===== src/rtl/spmmio_blit_pkg.sv =====
// spmmio_blit_pkg -- shared definitions for the overlay-memory blitter.
//
// Contents:
//   state_t   : blitter FSM states (IDLE, WR, RD, FIN). RD only exists when
//               the copy feature is built in (macro SPMMIO_BLIT_COPY_EN).
//   OP_FILL / OP_COPY : encodings of cmd_op.
//   MEM_WORDS : number of 32-bit words in the overlay memory region.
//   SEL_ALL   : byte-select value used for every transfer (full words).
//   addr_inc  : word-address increment with wrap at MEM_WORDS.
package spmmio_blit_pkg;

    localparam int          MEM_WORDS = 4096;
    localparam int          AW        = 12;
    localparam logic [3:0]  SEL_ALL   = 4'b1111;

    localparam logic        OP_FILL   = 1'b0;
    localparam logic        OP_COPY   = 1'b1;

    typedef enum logic [1:0] {
        IDLE = 2'd0,
        WR   = 2'd1,
`ifdef SPMMIO_BLIT_COPY_EN
        RD   = 2'd2,
`endif
        FIN  = 2'd3
    } state_t;

    // The address width equals log2(MEM_WORDS), so the natural overflow of
    // the 12-bit add is the required modulo-4096 wrap.
    function automatic logic [AW-1:0] addr_inc(input logic [AW-1:0] a);
        return a + {{(AW-1){1'b0}}, 1'b1};
    endfunction

endpackage


===== src/rtl/spmmio_blit.sv =====
// spmmio_blit -- fill/copy engine driving the overlay MMIO responder.
//
// Optional feature macro: SPMMIO_BLIT_COPY_EN (copy command support).
//
// Ports:
//   clk, reset_n           : clock (rising edge), async active-low reset
//   cmd_valid / cmd_ready  : command handshake (see below)
//   cmd_op                 : 0 = fill, 1 = copy
//   cmd_dst, cmd_src       : 12-bit word addresses (src used by copy only)
//   cmd_len                : word count 0..4096
//   cmd_pattern            : fill word
//   done, err              : one-cycle completion pulse, status of last command
//   adr, cs, sel, we, d    : bus initiator outputs (adr[0]=0, adr[12:1]=word)
//   q, ack                 : bus responder read data and transfer acknowledge
//   dbg_state              : current FSM state for observation
//
// Handshake: a command is accepted on a rising edge where cmd_valid and
// cmd_ready are both high; cmd_ready is high only when the engine can take a
// new command (IDLE, or the FIN/done cycle). A bus transfer completes on a
// rising edge where cs and ack are both high; the bus outputs stay constant
// while cs is high and ack is low.
module spmmio_blit
    import spmmio_blit_pkg::*;
#(
    parameter int TIMEOUT_CYCLES = 255
) (
    input  logic        clk,
    input  logic        reset_n,
    input  logic        cmd_valid,
    output logic        cmd_ready,
    input  logic        cmd_op,
    input  logic [11:0] cmd_dst,
    input  logic [11:0] cmd_src,
    input  logic [12:0] cmd_len,
    input  logic [31:0] cmd_pattern,
    output logic        done,
    output logic        err,
    output logic [12:0] adr,
    output logic        cs,
    output logic [3:0]  sel,
    output logic        we,
    output logic [31:0] d,
    input  logic [31:0] q,
    input  logic        ack,
    output logic [1:0]  dbg_state
);

    localparam int             TW       = (TIMEOUT_CYCLES < 2) ? 1 : $clog2(TIMEOUT_CYCLES);
    localparam logic [TW-1:0]  TMO_LAST = TW'((TIMEOUT_CYCLES > 0) ? TIMEOUT_CYCLES - 1 : 0);

    state_t         r_state;
    state_t         w_state_nxt;
    logic           r_live;      // low until the first clock after reset
    logic           r_err;
    logic [11:0]    r_dst;
    logic [12:0]    r_left;      // words still to be written
    logic [31:0]    r_wdata;     // fill pattern, or word captured by RD
    logic [TW-1:0]  r_tmo;       // cycles the current transfer has waited

    logic           w_cs;
    logic           w_accept;
    logic           w_tmo_hit;
    logic           w_last;
    logic           w_op_bad;    // command that must end at once with err=1

`ifdef SPMMIO_BLIT_COPY_EN
    logic           r_op;
    logic [11:0]    r_src;
    assign w_cs     = (r_state == WR) || (r_state == RD);
    assign w_op_bad = 1'b0;
`else
    logic           w_unused;
    assign w_unused = ^{cmd_src, q};
    assign w_cs     = (r_state == WR);
    assign w_op_bad = (cmd_op == OP_COPY);
`endif

    assign cmd_ready = r_live && ((r_state == IDLE) || (r_state == FIN));
    assign w_accept  = cmd_valid && cmd_ready;
    assign w_last    = (r_left == 13'd1);
    // Only meaningful for non-zero timeouts; counter value 0 is the first
    // cycle cs is high for a transfer, so TMO_LAST is the final allowed one.
    assign w_tmo_hit = (TIMEOUT_CYCLES > 0) && w_cs && !ack && (r_tmo == TMO_LAST);

    // Next-state logic
    always_comb begin
        w_state_nxt = r_state;
        case (r_state)
            IDLE, FIN: begin
                w_state_nxt = IDLE;
                if (w_accept) begin
                    if (cmd_len == 13'd0 || w_op_bad) begin
                        w_state_nxt = FIN;
`ifdef SPMMIO_BLIT_COPY_EN
                    end else if (cmd_op == OP_COPY) begin
                        w_state_nxt = RD;
`endif
                    end else begin
                        w_state_nxt = WR;
                    end
                end
            end
            WR: begin
                if (ack) begin
                    if (w_last) begin
                        w_state_nxt = FIN;
`ifdef SPMMIO_BLIT_COPY_EN
                    end else if (r_op == OP_COPY) begin
                        w_state_nxt = RD;
`endif
                    end else begin
                        w_state_nxt = WR;
                    end
                end else if (w_tmo_hit) begin
                    w_state_nxt = FIN;
                end
            end
`ifdef SPMMIO_BLIT_COPY_EN
            RD: begin
                if (ack) begin
                    w_state_nxt = WR;
                end else if (w_tmo_hit) begin
                    w_state_nxt = FIN;
                end
            end
`endif
            default: w_state_nxt = IDLE;
        endcase
    end

    always_ff @(posedge clk or negedge reset_n) begin
        if (!reset_n) begin
            r_state <= IDLE;
        end else begin
            r_state <= w_state_nxt;
        end
    end

    // Datapath registers
    always_ff @(posedge clk or negedge reset_n) begin
        if (!reset_n) begin
            r_live  <= 1'b0;
            r_err   <= 1'b0;
            r_dst   <= '0;
            r_left  <= '0;
            r_wdata <= '0;
            r_tmo   <= '0;
`ifdef SPMMIO_BLIT_COPY_EN
            r_op    <= OP_FILL;
            r_src   <= '0;
`endif
        end else begin
            r_live <= 1'b1;
            if (w_accept) begin
                r_err   <= w_op_bad;
                r_dst   <= cmd_dst;
                r_left  <= cmd_len;
                r_wdata <= cmd_pattern;
                r_tmo   <= '0;
`ifdef SPMMIO_BLIT_COPY_EN
                r_op    <= cmd_op;
                r_src   <= cmd_src;
`endif
            end else begin
                // Counter restarts on every ack so each transfer gets a
                // full timeout window.
                if (w_cs) begin
                    r_tmo <= ack ? '0 : r_tmo + {{(TW-1){1'b0}}, 1'b1};
                end
                if (r_state == WR && ack) begin
                    r_dst  <= addr_inc(r_dst);
                    r_left <= r_left - 13'd1;
                end
`ifdef SPMMIO_BLIT_COPY_EN
                if (r_state == RD && ack) begin
                    r_src   <= addr_inc(r_src);
                    r_wdata <= q;
                end
`endif
                if (w_tmo_hit) begin
                    r_err <= 1'b1;
                end
            end
        end
    end

    // Bus outputs are decoded from registered state only, so they are
    // stable for the whole transfer and clear as soon as reset asserts.
    always_comb begin
        adr = '0;
        sel = '0;
        we  = 1'b0;
        d   = '0;
        if (r_state == WR) begin
            adr = {r_dst, 1'b0};
            sel = SEL_ALL;
            we  = 1'b1;
            d   = r_wdata;
        end
`ifdef SPMMIO_BLIT_COPY_EN
        if (r_state == RD) begin
            adr = {r_src, 1'b0};
            sel = SEL_ALL;
        end
`endif
    end

    assign cs        = w_cs;
    assign done      = (r_state == FIN);
    assign err       = r_err;
    assign dbg_state = r_state;

endmodule

===== config.mk =====
export PLATFORM = sky130hd
export DESIGN_NAME = spmmio_blit
export DESIGN_NICKNAME = d
export VERILOG_FILES = /design/src/rtl/spmmio_blit_pkg.sv /design/src/rtl/spmmio_blit.sv
export SDC_FILE = /design/constraint.sdc
export NUM_CORES = 1
export LEC_CHECK = 0
export BUFFER_PORTS_ARGS = -buffer_cell sky130_fd_sc_hd__buf_2
export CORE_ASPECT_RATIO = 1.25
export CORE_MARGIN = 2
export CORE_UTILIZATION = 51
export CTS_CLUSTER_DIAMETER = 60
export CTS_CLUSTER_SIZE = 12
export DETAILED_ROUTE_END_ITERATION = 6
export PLACE_DENSITY = 0.95
export SLEW_MARGIN = 20
export SYNTH_ARGS = -nofsm -noshare
export SYNTH_HDL_FRONTEND = slang
export SYNTH_SLANG_ARGS = --single-unit
export TNS_END_PERCENT = 100

===== constraint.sdc =====
create_clock -name clk -period 3.3 [get_ports clk]
set_input_delay 0.66 -clock clk [delete_from_list [all_inputs] [get_ports clk]]
set_output_delay 0.66 -clock clk [all_outputs]
set_load 0.02 [all_outputs]

==> metrics.md, run 1 <==
| Metric | Value |
|---|---|
| Largest net degree at the start of global routing | `70` |
| Reg2reg setup slack | `1.06 ns` |
| EDFF count, synth | `0` |
| Library cells used by synthesis | `43` |
| Worst Skew | `0.01110 ns` |
| Antenna violations before repair | `0` |
| Placed Area | `4232 um^2` |
| Flops & latches, synth | `69` |
| P per Cell Area | `901.2 nW/um^2` |
| Max-cap violation count | `0` |
| Net total in the final layout | `646` |
| Post-synth net total | `541` |
| Reg2Reg Depth | `7` |
| PnR Total Power | `4.036 mW` |
| Final setup vio count | `0` |
| Initial Utilization | `0.5229` |
| Top FF cell, synth | `dfrtp_1` |
| CTS tree | `built` |
| Maximum clock path buffer count | `2` |
| Vias in the first global route | `3176` |
| Cell area after layout | `4478 um^2` |
| Ant. Diodes | `0` |
| DRC viols | `0` |
| Min cycle time layout | `2.681 ns` |
| Met2 usage | `0.3892` |
| Final Max Slew Viols | `0` |
| Final hold vios | `0` |
| Area of the die | `7804 um^2` |
| M1 GR Usage | `0.2775` |
| Layout cells sized above 1 | `0.2719` |
| CTS buffer count | `9` |
| First-pass GRT wire length | `14070 um` |
| RSZ-0062 raised after global routing | `false` |
| Hold path depth | `2` |
| Critical setup path kind | `flop to primary output` |
| IO Pins | `162` |
| Initial drt markers | `200` |
| CTS resizes | `0` |
| Rows | `34` |
| Final WL | `8151 um` |
| Die height | `98.27 um` |
| Chip width | `79.42 um` |
| Worst path slowest cell | `ha_1` |
| Dominant cells by area after synthesis | `dfrtp_1 48%, nand2_1 13%, and2_1 8.3%, xor2_1 3.1%, o21ai_0 3.0%` |
| Nature of the critical path endpoint | `primary output` |
| Gate Count Post-Synth | `427` |
| Worst R2R Start | `dbg_state[1]` |
| Clock-pin slew on the worst setup and hold paths | `0.07 ns` |
| All-layer global routing usage | `0.2268` |
| Synth Area per Inst | `8.492 um^2` |
| Hold slack | `0.4659 ns` |
| Worst Hold Class | `flop to flop` |
| FFs w/ async S/R, synth | `1.000` |
| Maximum fanout along the worst path | `31` |
| Htree depth | `3` |
| Root buf cell | `clkbuf_8` |
| Worst R2R End | `r_left[11]` |
| Mapped cell area | `3626 um^2` |
| Port bufs | `116` |
| Overflow after GRT | `0` |
| Cell Chain, Critical Path | `inv_1, ha_1, buf_4, and2_1, buf_2` |
| Yosys top cell area share | `0.4762` |
| Gr busiest metal | `met2` |
| Core area | `6934 um^2` |
| Routed len/inst | `13.00 um` |
| Slew @ Worst Pin | `0.8610 ns` |
| GR Util met3 | `0.04344` |
| VDD IR max | `0.5321 mV` |
| Final HPWL DP | `5823 um` |
| Vias | `3232` |
| Sequential-to-total area share from yosys stat | `0.4762` |
| Worst min-delay path startpoint | `r_wdata[28]` |
| Fmax | `373.0 MHz` |
| Setup_tns | `0 ns` |
| Most frequent cells in the layout | `129 x nand2_1, 116 x buf_2, 69 x dfrtp_1, 48 x and2_1, 25 x nor2_1` |
| Post-CTS setup buffer count | `0` |
| Leak pwr | `2.316 nW` |
| Hold Path Sink | `r_wdata[28]` |
| Leading area contributor after synthesis | `dfrtp_1` |
| Final Cycle Share | `0.8124` |
| CP Launch Type | `flop` |
| Worst path required time | `2.64 ns` |
| Clock Latency Late Sink | `0.34 ns` |
| Cts hold-fix bufs | `0` |
| Max-slew headroom | `0.4260` |
| Number of clock sinks | `69` |
| Outcome | `completed` |
| DRT Pass-1 Iters | `4` |
| Vias per inst | `5.155` |
| Most common cell after layout, fill and taps aside | `nand2_1` |
| Largest stage delay, worst path | `0.46 ns` |
| Antenna Nets Post-Route | `0` |
| RePlAce Congestion | `0.7761` |
| WP data arrival | `2.02 ns` |
| Synth-to-Final Area Change | `23.50%` |
| YS warnings | `0` |
[sequential cells by signal (all words and copies together) (netlist names)]
register,count
r_live,1
err,1
r_tmo,8
r_dst,12
dbg_state,2
r_wdata,32
r_left,13
[worst max-delay path by stage]
stage / startpoint / endpoint / slack (ns) / cells after the start
6_report: dbg_state[1] / d[25] / 0.62 / 5
5_1_grt: dbg_state[1] / d[25] / 0.48 / 5
4_1_cts: dbg_state[1] / d[25] / 0.61 / 5
3_3_place_gp: dbg_state[1] / d[24] / 1.03 / 5
2_1_floorplan: dbg_state[1] / adr[10] / 0.79 / 6
3_5_place_dp: dbg_state[1] / d[25] / 0.99 / 5
[logic make-up (layout without fill, tap and decap cells)]
kind of cell | after synthesis | count (layout) | synth area share
simple gates | 246 | 246 | 0.3206
flops | 69 | 69 | 0.4762
compound gates | 44 | 44 | 0.07074
buf+inv | 33 | 143 | 0.04106
xor+xnor | 22 | 22 | 0.05314
fa+ha+maj | 8 | 8 | 0.02761
mux | 3 | 3 | 0.008627
other cells | 2 | 2 | 0.002071
[metrics by stage]
| stage | util | std cells | worst slack (ns) |
|---|---|---|---|
| floorplan | - | 427 | 0.7892 |
| global placement | 0.6102 | 611 | 1.031 |
| detailed placement | 0.6102 | 611 | 0.9871 |
| CTS | 0.6458 | 627 | 0.6065 |
| global route | 0.6458 | 627 | 0.4791 |
| finish | 0.6458 | 627 | 0.6192 |
[per-layer routing]
layer | vias to the layer above | share of wire
met5 | - | 0
met4 | 0 | 0.021
met1 | 1513 | 0.42
met3 | 17 | 0.062
met2 | 113 | 0.50
li1 | 1589 | -
[cell usage after synthesis (all sizes together) (2+ instances only)]
cell and n:
nand4 6, a21oi 8, nand2 130, and3 2, o2bb2ai 3, nand3 14
nor2b 2, xnor2 9, o21ai 25, conb 2, buf 13, and2 48
clkbuf 14, a31oi 2, mux2i 2, ha 8, xor2 13, nor3 6
inv 6, dfrtp 69, o31ai 2, nor4 6, nor2 25
[power breakdown]
group          total, mW  internal, mW  switching (mW)
combinational       1.64         0.633            1.01
clock              0.841         0.523           0.318
sequential          1.56          1.23           0.328
total               4.04          2.38            1.65
[critical path: cells and delay by family (launching register included)]
family | cells | cell delay [ns]
buf+inv | 3 | 0.60
fa+ha+maj | 1 | 0.46
flops | 1 | 0.44
simple gates | 1 | 0.17
[final cells by class]
class,instances,area (um^2)
clock buffers,10,137.6
clock inverters,6,108.9
fillers,573,2456
inverters,6,22.52
multi-input cells,325,1752
flip-flops and latches,69,1727
well taps,90,112.6
repair buffers,121,618.1
Note: power is estimated with default switching activity, not from simulation.
==> run 2, diff against run 1 <==
ABC_AREA = 1   (was default)
CORE_UTILIZATION = 49   (was 51)
PLACE_DENSITY = 0.91   (was 0.95)
clock period = 2.55 ns   (was 3.3 ns; I/O delays follow)
==> run 2 against run 1 <==
Clock-buffer cell count shrank 1. Global-route usage grew 0.55 points. Worst hold slack lost 0.29 ns. Sequential power grew 24%. Non-clock buffer count grew 2. Clock skew is essentially flat. Critical endpoint is now adr[3]. Final area grew 8.7%. Sequential share of layout area shrank 3.1 points. Highest routed layer unchanged. Setup slack lost 0.45 ns.
==> metrics.md, run 2 <==
| Metric | Value |
|---|---|
| Outcome | `completed` |
| Worst path slowest cell | `dfrtp_1` |
| CP top delay family | `buffers and inverters` |
| RSZ-0062 raised after global routing | `false` |
| Leak pwr | `3.004 nW` |
| CTS tree | `built` |
| Final Max Slew Viols | `0` |
| Top FF cell, synth | `dfrtp_1` |
| Largest net degree at the start of global routing | `41` |
| Die height | `105.6 um` |
| Maximum clock path buffer count | `2` |
| Fill count | `755` |
| FFs w/ async S/R, synth | `1.000` |
| Chip width | `85.32 um` |
| Setup WS post-layout | `0.1719 ns` |
| Rows | `37` |
| Flops & latches, synth | `69` |
| Post-synth net total | `696` |
| DRT Pass-1 Iters | `6` |
| Net Sw Frac | `0.4743` |
| Synth-to-Final Area Change | `20.17%` |
| Worst Skew | `0.01124 ns` |
| Overflow after GRT | `0` |
| CTS resizes | `0` |
| Largest stage delay, worst path | `0.43 ns` |
| All-layer global routing usage | `0.2323` |
| Gate Count Post-Synth | `582` |
| Sequential-to-total area share from yosys stat | `0.4263` |
| Max-slew headroom | `0.5506` |
| Mapped cell area | `4050 um^2` |
| Post-synth top cells | `230 x nand2_1, 90 x inv_1, 69 x dfrtp_1` |
| Number of clock sinks | `69` |
| Core area | `8148 um^2` |
| Worst path bufs/invs | `4` |
| Slew @ Worst Pin | `0.6741 ns` |
| Clock Latency Late Sink | `0.36 ns` |
| Library cells used by synthesis | `35` |
| Fmax | `420.5 MHz` |
| Largest regs | `r_wdata: 32 flops, r_left: 13 flops, r_dst: 12 flops` |
| CTS buffer count | `9` |
| Pre-CTS setup slack | `0.3958 ns` |
| Initial Utilization | `0.4971` |
| Worst path required time | `2.04 ns` |
| Ant. Diodes | `0` |
| First-pass GRT wire length | `17030 um` |
| Antenna Nets Post-Route | `0` |
| Max reg flops | `32` |
| Hold slack | `0.1792 ns` |
| Routed len/inst | `12.63 um` |
| Final Cycle Share | `0.9326` |
| Synth Area per Inst | `6.959 um^2` |
| Yosys top cell area share | `0.4263` |
| Htree depth | `3` |
| Count leader, synth | `nand2_1` |
| Cell with the most instances on the worst path | `inv_1` |
| VDD IR max | `0.7369 mV` |
| Vias per inst | `5.067` |
| DRC viols | `0` |
| P per Cell Area | `1144 nW/um^2` |
| Max-cap violation count | `0` |
| Port bufs | `116` |
| Area of the die | `9013 um^2` |
| Root buf cell | `clkbuf_8` |
| Critical setup path kind | `flop to primary output` |
| Nature of the critical path endpoint | `primary output` |
| Post-CTS setup buffer count | `0` |
| Flop pwr share | `0.346` |
| Maximum fanout along the worst path | `35` |
| Final hold vios | `0` |
| Dominant cells by area after synthesis | `dfrtp_1 43%, nand2_1 21%, inv_1 8.3%, nand3_1 4.7%, nor2_1 3.5%` |
| Final HPWL DP | `7226 um` |
| Worst Hold Class | `input pin to asynchronous set/reset pin` |
| Setup_tns | `0 ns` |
| Net total in the final layout | `803` |
| IO Pins | `162` |
| Cts hold-fix bufs | `0` |
| Layout cells sized above 1 | `0.2320` |
| Sw power | `2.640 mW` |
| Cell Chain, Critical Path | `inv_1, ha_2, buf_12, nand2_1, inv_1, buf_2` |
| Vias | `4008` |
| Final setup vio count | `0` |
| Clock-pin slew on the worst setup and hold paths | `0.08 ns` |
| RePlAce Congestion | `0.8882` |
| CP Launch Type | `flop` |
| Vias in the first global route | `3885` |
| Min cycle time layout | `2.378 ns` |
| Largest Register | `r_wdata` |
| Most common cell after layout, fill and taps aside | `nand2_1` |
| Clock Power Share | `0.163` |
| Initial drt markers | `388` |
| Leading area contributor after synthesis | `dfrtp_1` |
| YS warnings | `0` |
| Comb power frac | `0.491` |
| Antenna violations before repair | `0` |
| Most frequent cells in the layout | `230 x nand2_1, 116 x buf_2, 90 x inv_1, 69 x dfrtp_1` |
| Cell Int Power | `2.926 mW` |
| Final WL | `9993 um` |
| EDFF count, synth | `0` |
| WP data arrival | `1.87 ns` |
-- run 2: cell types whose count changed in the layout (fill, tap and decap cells not counted), sizes merged, moves of 6 or more --
cell and delta:
nor2 +18, nand3 +24, xnor2 -7, nand2 +106
o211ai +8, xor2 -12, and2 -48, inv +88
nor4 -6
-- run 2: stage by stage --
step	instances	total power, mW	instance area [um^2]	util
after detailed placement	775	4.657	4669	0.5731
after CTS	791	5.574	4867	0.5974
final	791	5.566	4867	0.5974
after global placement	775	4.539	4669	0.5731
after global routing	791	6.037	4867	0.5974
after floorplan	582	3.926	4050	-
-- run 2: final timing paths --
path | from | endpoint | slack (ns) | depth (start not counted)
worst max register to register | dbg_state[1] | r_left[4] | 0.41 | 7
worst min register to register | r_wdata[23] | r_wdata[23] | 0.48 | 2
max in group asynchronous | reset_n | r_left[0] | 1.70 | 2
worst min-delay path | reset_n | r_wdata[5] | 0.18 | 1
min in group clk | cmd_pattern[17] | r_wdata[17] | 0.34 | 3
worst max-delay path | dbg_state[1] | adr[3] | 0.17 | 6
-- run 2: cell families (layout without fill, tap and decap cells) --
group	Yosys count	in the layout	synth area share
AOI/OAI and AO/OA	52	52	0.07939
xor gates and xnor gates	3	3	0.006489
adders and majority gates	8	8	0.02472
buffers and inverters	121	233	0.1273
DFF	69	69	0.4263
other	2	2	0.001854
and+or+nand+nor	327	327	0.3340
-- run 2: layer usage --
layer,share of wire,track usage,up-vias
met1,0.40,0.2781,1895
met3,0.061,0.05482,16
met5,0,0,-
met4,0.015,0.08503,0
met2,0.52,0.4023,119
li1,-,-,1978
-- run 2: final cells by class --
cell class                 instances  area, um^2  share of cell area
clock buffer                       9       123.9             0.02545
clock inverter                     7       73.82             0.01517
inverter                          94       352.8             0.07249
multi-input combinational        392        1810              0.3720
sequential                        69        1727              0.3548
tap                               97       121.4             0.02494
timing repair buffer             123       658.1              0.1352
-- run 2: power by group through the flow --
stage | clock network (mW) | registers [mW] | logic (mW)
after global routing | 0.976 | 1.99 | 3.07
after detailed placement | 0 | 1.93 | 2.72
final | 0.909 | 1.93 | 2.73
after floorplan | 0 | 1.87 | 2.06
after CTS | 0.916 | 1.92 | 2.74
after global placement | 0 | 1.90 | 2.63
==> run 3, diff against run 2 <==
CORE_UTILIZATION = 44   (was 49)
PLACE_DENSITY = 0.84   (was 0.91)
==> run 3 against run 2 <==
Via count down 3.4%. Combinational power down 1%. Core utilization down 4.0 points. Sequential share of layout area down 1.2 points. Final area up 3.4%. Non-clock buffer count down 2. Largest power group unchanged. Largest cell class unchanged. Worst hold slack better by 0.0086 ns. Sequential cell count unchanged. Critical endpoint is now d[18]. Fmax up 3.0%. Setup slack better by 0.069 ns. Clock power up 52%. Global-route usage down 3.7 points.
==> metrics.md, run 3 (synthesis results as in run 2) <==
| Metric | Value |
|---|---|
| Outcome | `completed` |
| Net total in the final layout | `801` |
| Final setup vio count | `0` |
| DRC viols | `0` |
| Placed Area | `4700 um^2` |
| Largest Register | `r_wdata` |
| Antenna violations before repair | `2` |
| Overflow after GRT | `0` |
| Chip width | `89.82 um` |
| Reg2reg setup slack | `0.37 ns` |
| Die height | `111.3 um` |
| DRT Pass-1 Iters | `4` |
| All-layer global routing usage | `0.1956` |
| Final Max Slew Viols | `0` |
| Cell with the most instances on the worst path | `inv_1` |
| Core area | `9027 um^2` |
| CP Launch Type | `flop` |
| PnR Total Power | `5.991 mW` |
| Setup_tns | `0 ns` |
| Root buf cell | `clkbuf_16` |
| P per Cell Area | `1190 nW/um^2` |
| Htree depth | `3` |
| Area of the die | `9993 um^2` |
| CTS resizes | `0` |
| Setup WS post-layout | `0.2409 ns` |
| Fin cells | `815` |
| Vias in the first global route | `3565` |
| Ant. Diodes | `0` |
| Vias | `3872` |
| IO Pins | `162` |
| Max reg flops | `32` |
| Most frequent cells in the layout | `230 x nand2_1, 116 x buf_2, 90 x inv_1, 69 x dfrtp_1` |
| Vias per inst | `4.751` |
| Antenna Nets Post-Route | `0` |
| Worst R2R End | `r_left[4]` |
| Hold slack | `0.1878 ns` |
| Worst R2R Start | `dbg_state[1]` |
| Maximum fanout along the worst path | `34` |
| Layout cells sized above 1 | `0.2298` |
| Most common cell after layout, fill and taps aside | `nand2_1` |
| WP data arrival | `1.80 ns` |
| Routed len/inst | `11.69 um` |
| VDD IR max | `0.4799 mV` |
| Clock Latency Late Sink | `0.33 ns` |
| Final core utilization | `0.5577` |
| Worst path bufs/invs | `4` |
| Worst path required time | `2.04 ns` |
| Min cycle time layout | `2.309 ns` |
| Crit path to | `d[18]` |
| Largest regs | `r_wdata: 32 flops, r_left: 13 flops, r_dst: 12 flops` |
| RePlAce Congestion | `0.8273` |
| Initial drt markers | `206` |
| Clock-pin slew on the worst setup and hold paths | `0.06 ns` |
| Initial Utilization | `0.4486` |
| Critical setup path kind | `flop to primary output` |
| Maximum clock path buffer count | `2` |
| Worst Skew | `0.004897 ns` |
| Worst setup path startpoint | `dbg_state[1]` |
| DP Cell Count | `799` |
| Leak pwr | `3.052 nW` |
| Largest net degree at the start of global routing | `70` |
| First-pass GRT wire length | `16010 um` |
| CTS buffer count | `9` |
| Cts hold-fix bufs | `0` |
| Nature of the critical path endpoint | `primary output` |
| Final Cycle Share | `0.9055` |
| Stages on the worst setup path | `6` |
| Reg2Reg Depth | `7` |
| Synth-to-Final Area Change | `24.31%` |
| Pre-CTS setup slack | `0.4472 ns` |
| Largest stage delay, worst path | `0.43 ns` |
| Post-CTS setup buffer count | `0` |
| Final hold vios | `0` |
| RSZ-0062 raised after global routing | `false` |
| Worst Hold Class | `input pin to asynchronous set/reset pin` |
| Port bufs | `116` |
| CP top delay family | `buffers and inverters` |
| Cell Chain, Critical Path | `inv_1, ha_2, buf_12, nand2_1, inv_1, buf_2` |
| Number of clock sinks | `69` |
| Rows | `39` |
| Cell area after layout | `5035 um^2` |
| Final WL | `9531 um` |
| Final HPWL DP | `6463 um` |
| Fmax | `433.1 MHz` |
| CTS tree | `built` |
| Worst path slowest cell | `dfrtp_1` |
| Max-cap violation count | `0` |
## run 3: changes by cell type in the layout (fill, tap and decap cells not counted), moves of 2 or more
cell,delta
buf_4,-3
clkbuf_16,+9
clkbuf_8,-7
clkinv_2,-2
clkinv_4,-2
clkinvlp_4,+2
## run 3: worst min path at each step
stage	endpoint	depth (start not counted)	slack, ns	from
after detailed placement	r_wdata[4]	2	0.47	r_wdata[4]
after CTS	r_wdata[3]	2	0.21	reset_n
after floorplan	dbg_state[0]	0	0.21	reset_n
final	r_wdata[3]	2	0.19	reset_n
after global routing	r_wdata[10]	2	0.23	reset_n
after global placement	r_wdata[11]	2	0.46	r_wdata[11]
## run 3: routing by layer
metal	share of wire	vias to the layer above	GRT usage	wire length, um
li1	-	1975	-	-
met1	0.41	1775	0.2320	3898
met2	0.50	99	0.3374	4791
met3	0.063	21	0.05167	605
met4	0.023	2	0.07897	221
met5	0.0014	-	0	13
## run 3: power breakdown
part | leakage (nW) | switching (mW) | internal [mW] | total [mW]
Combinational | 2.04 | 1.78 | 0.913 | 2.69
Clock | 0.154 | 0.469 | 0.909 | 1.38
Sequential | 0.861 | 0.364 | 1.56 | 1.92
## run 3: final cells by class
type / instances / area, um^2
Clock inverter: 5 / 82.58
Fill cell: 842 / 3993
Timing Repair Buffer: 121 / 655.6
Tap cell: 123 / 153.9
Clock buffer: 11 / 252.7
Sequential cell: 69 / 1727
Inverter: 94 / 352.8
Multi-Input combinational cell: 392 / 1810
## run 3: worst reg2reg max path, cell delays in order, from the launching register on
cell and delay [ns]:
dfrtp_1 0.43, inv_1 0.08, ha_2 0.42, nand2_2 0.22, nand2_2 0.39, inv_2 0.22
nor3_1 0.24, nor2_1 0.07
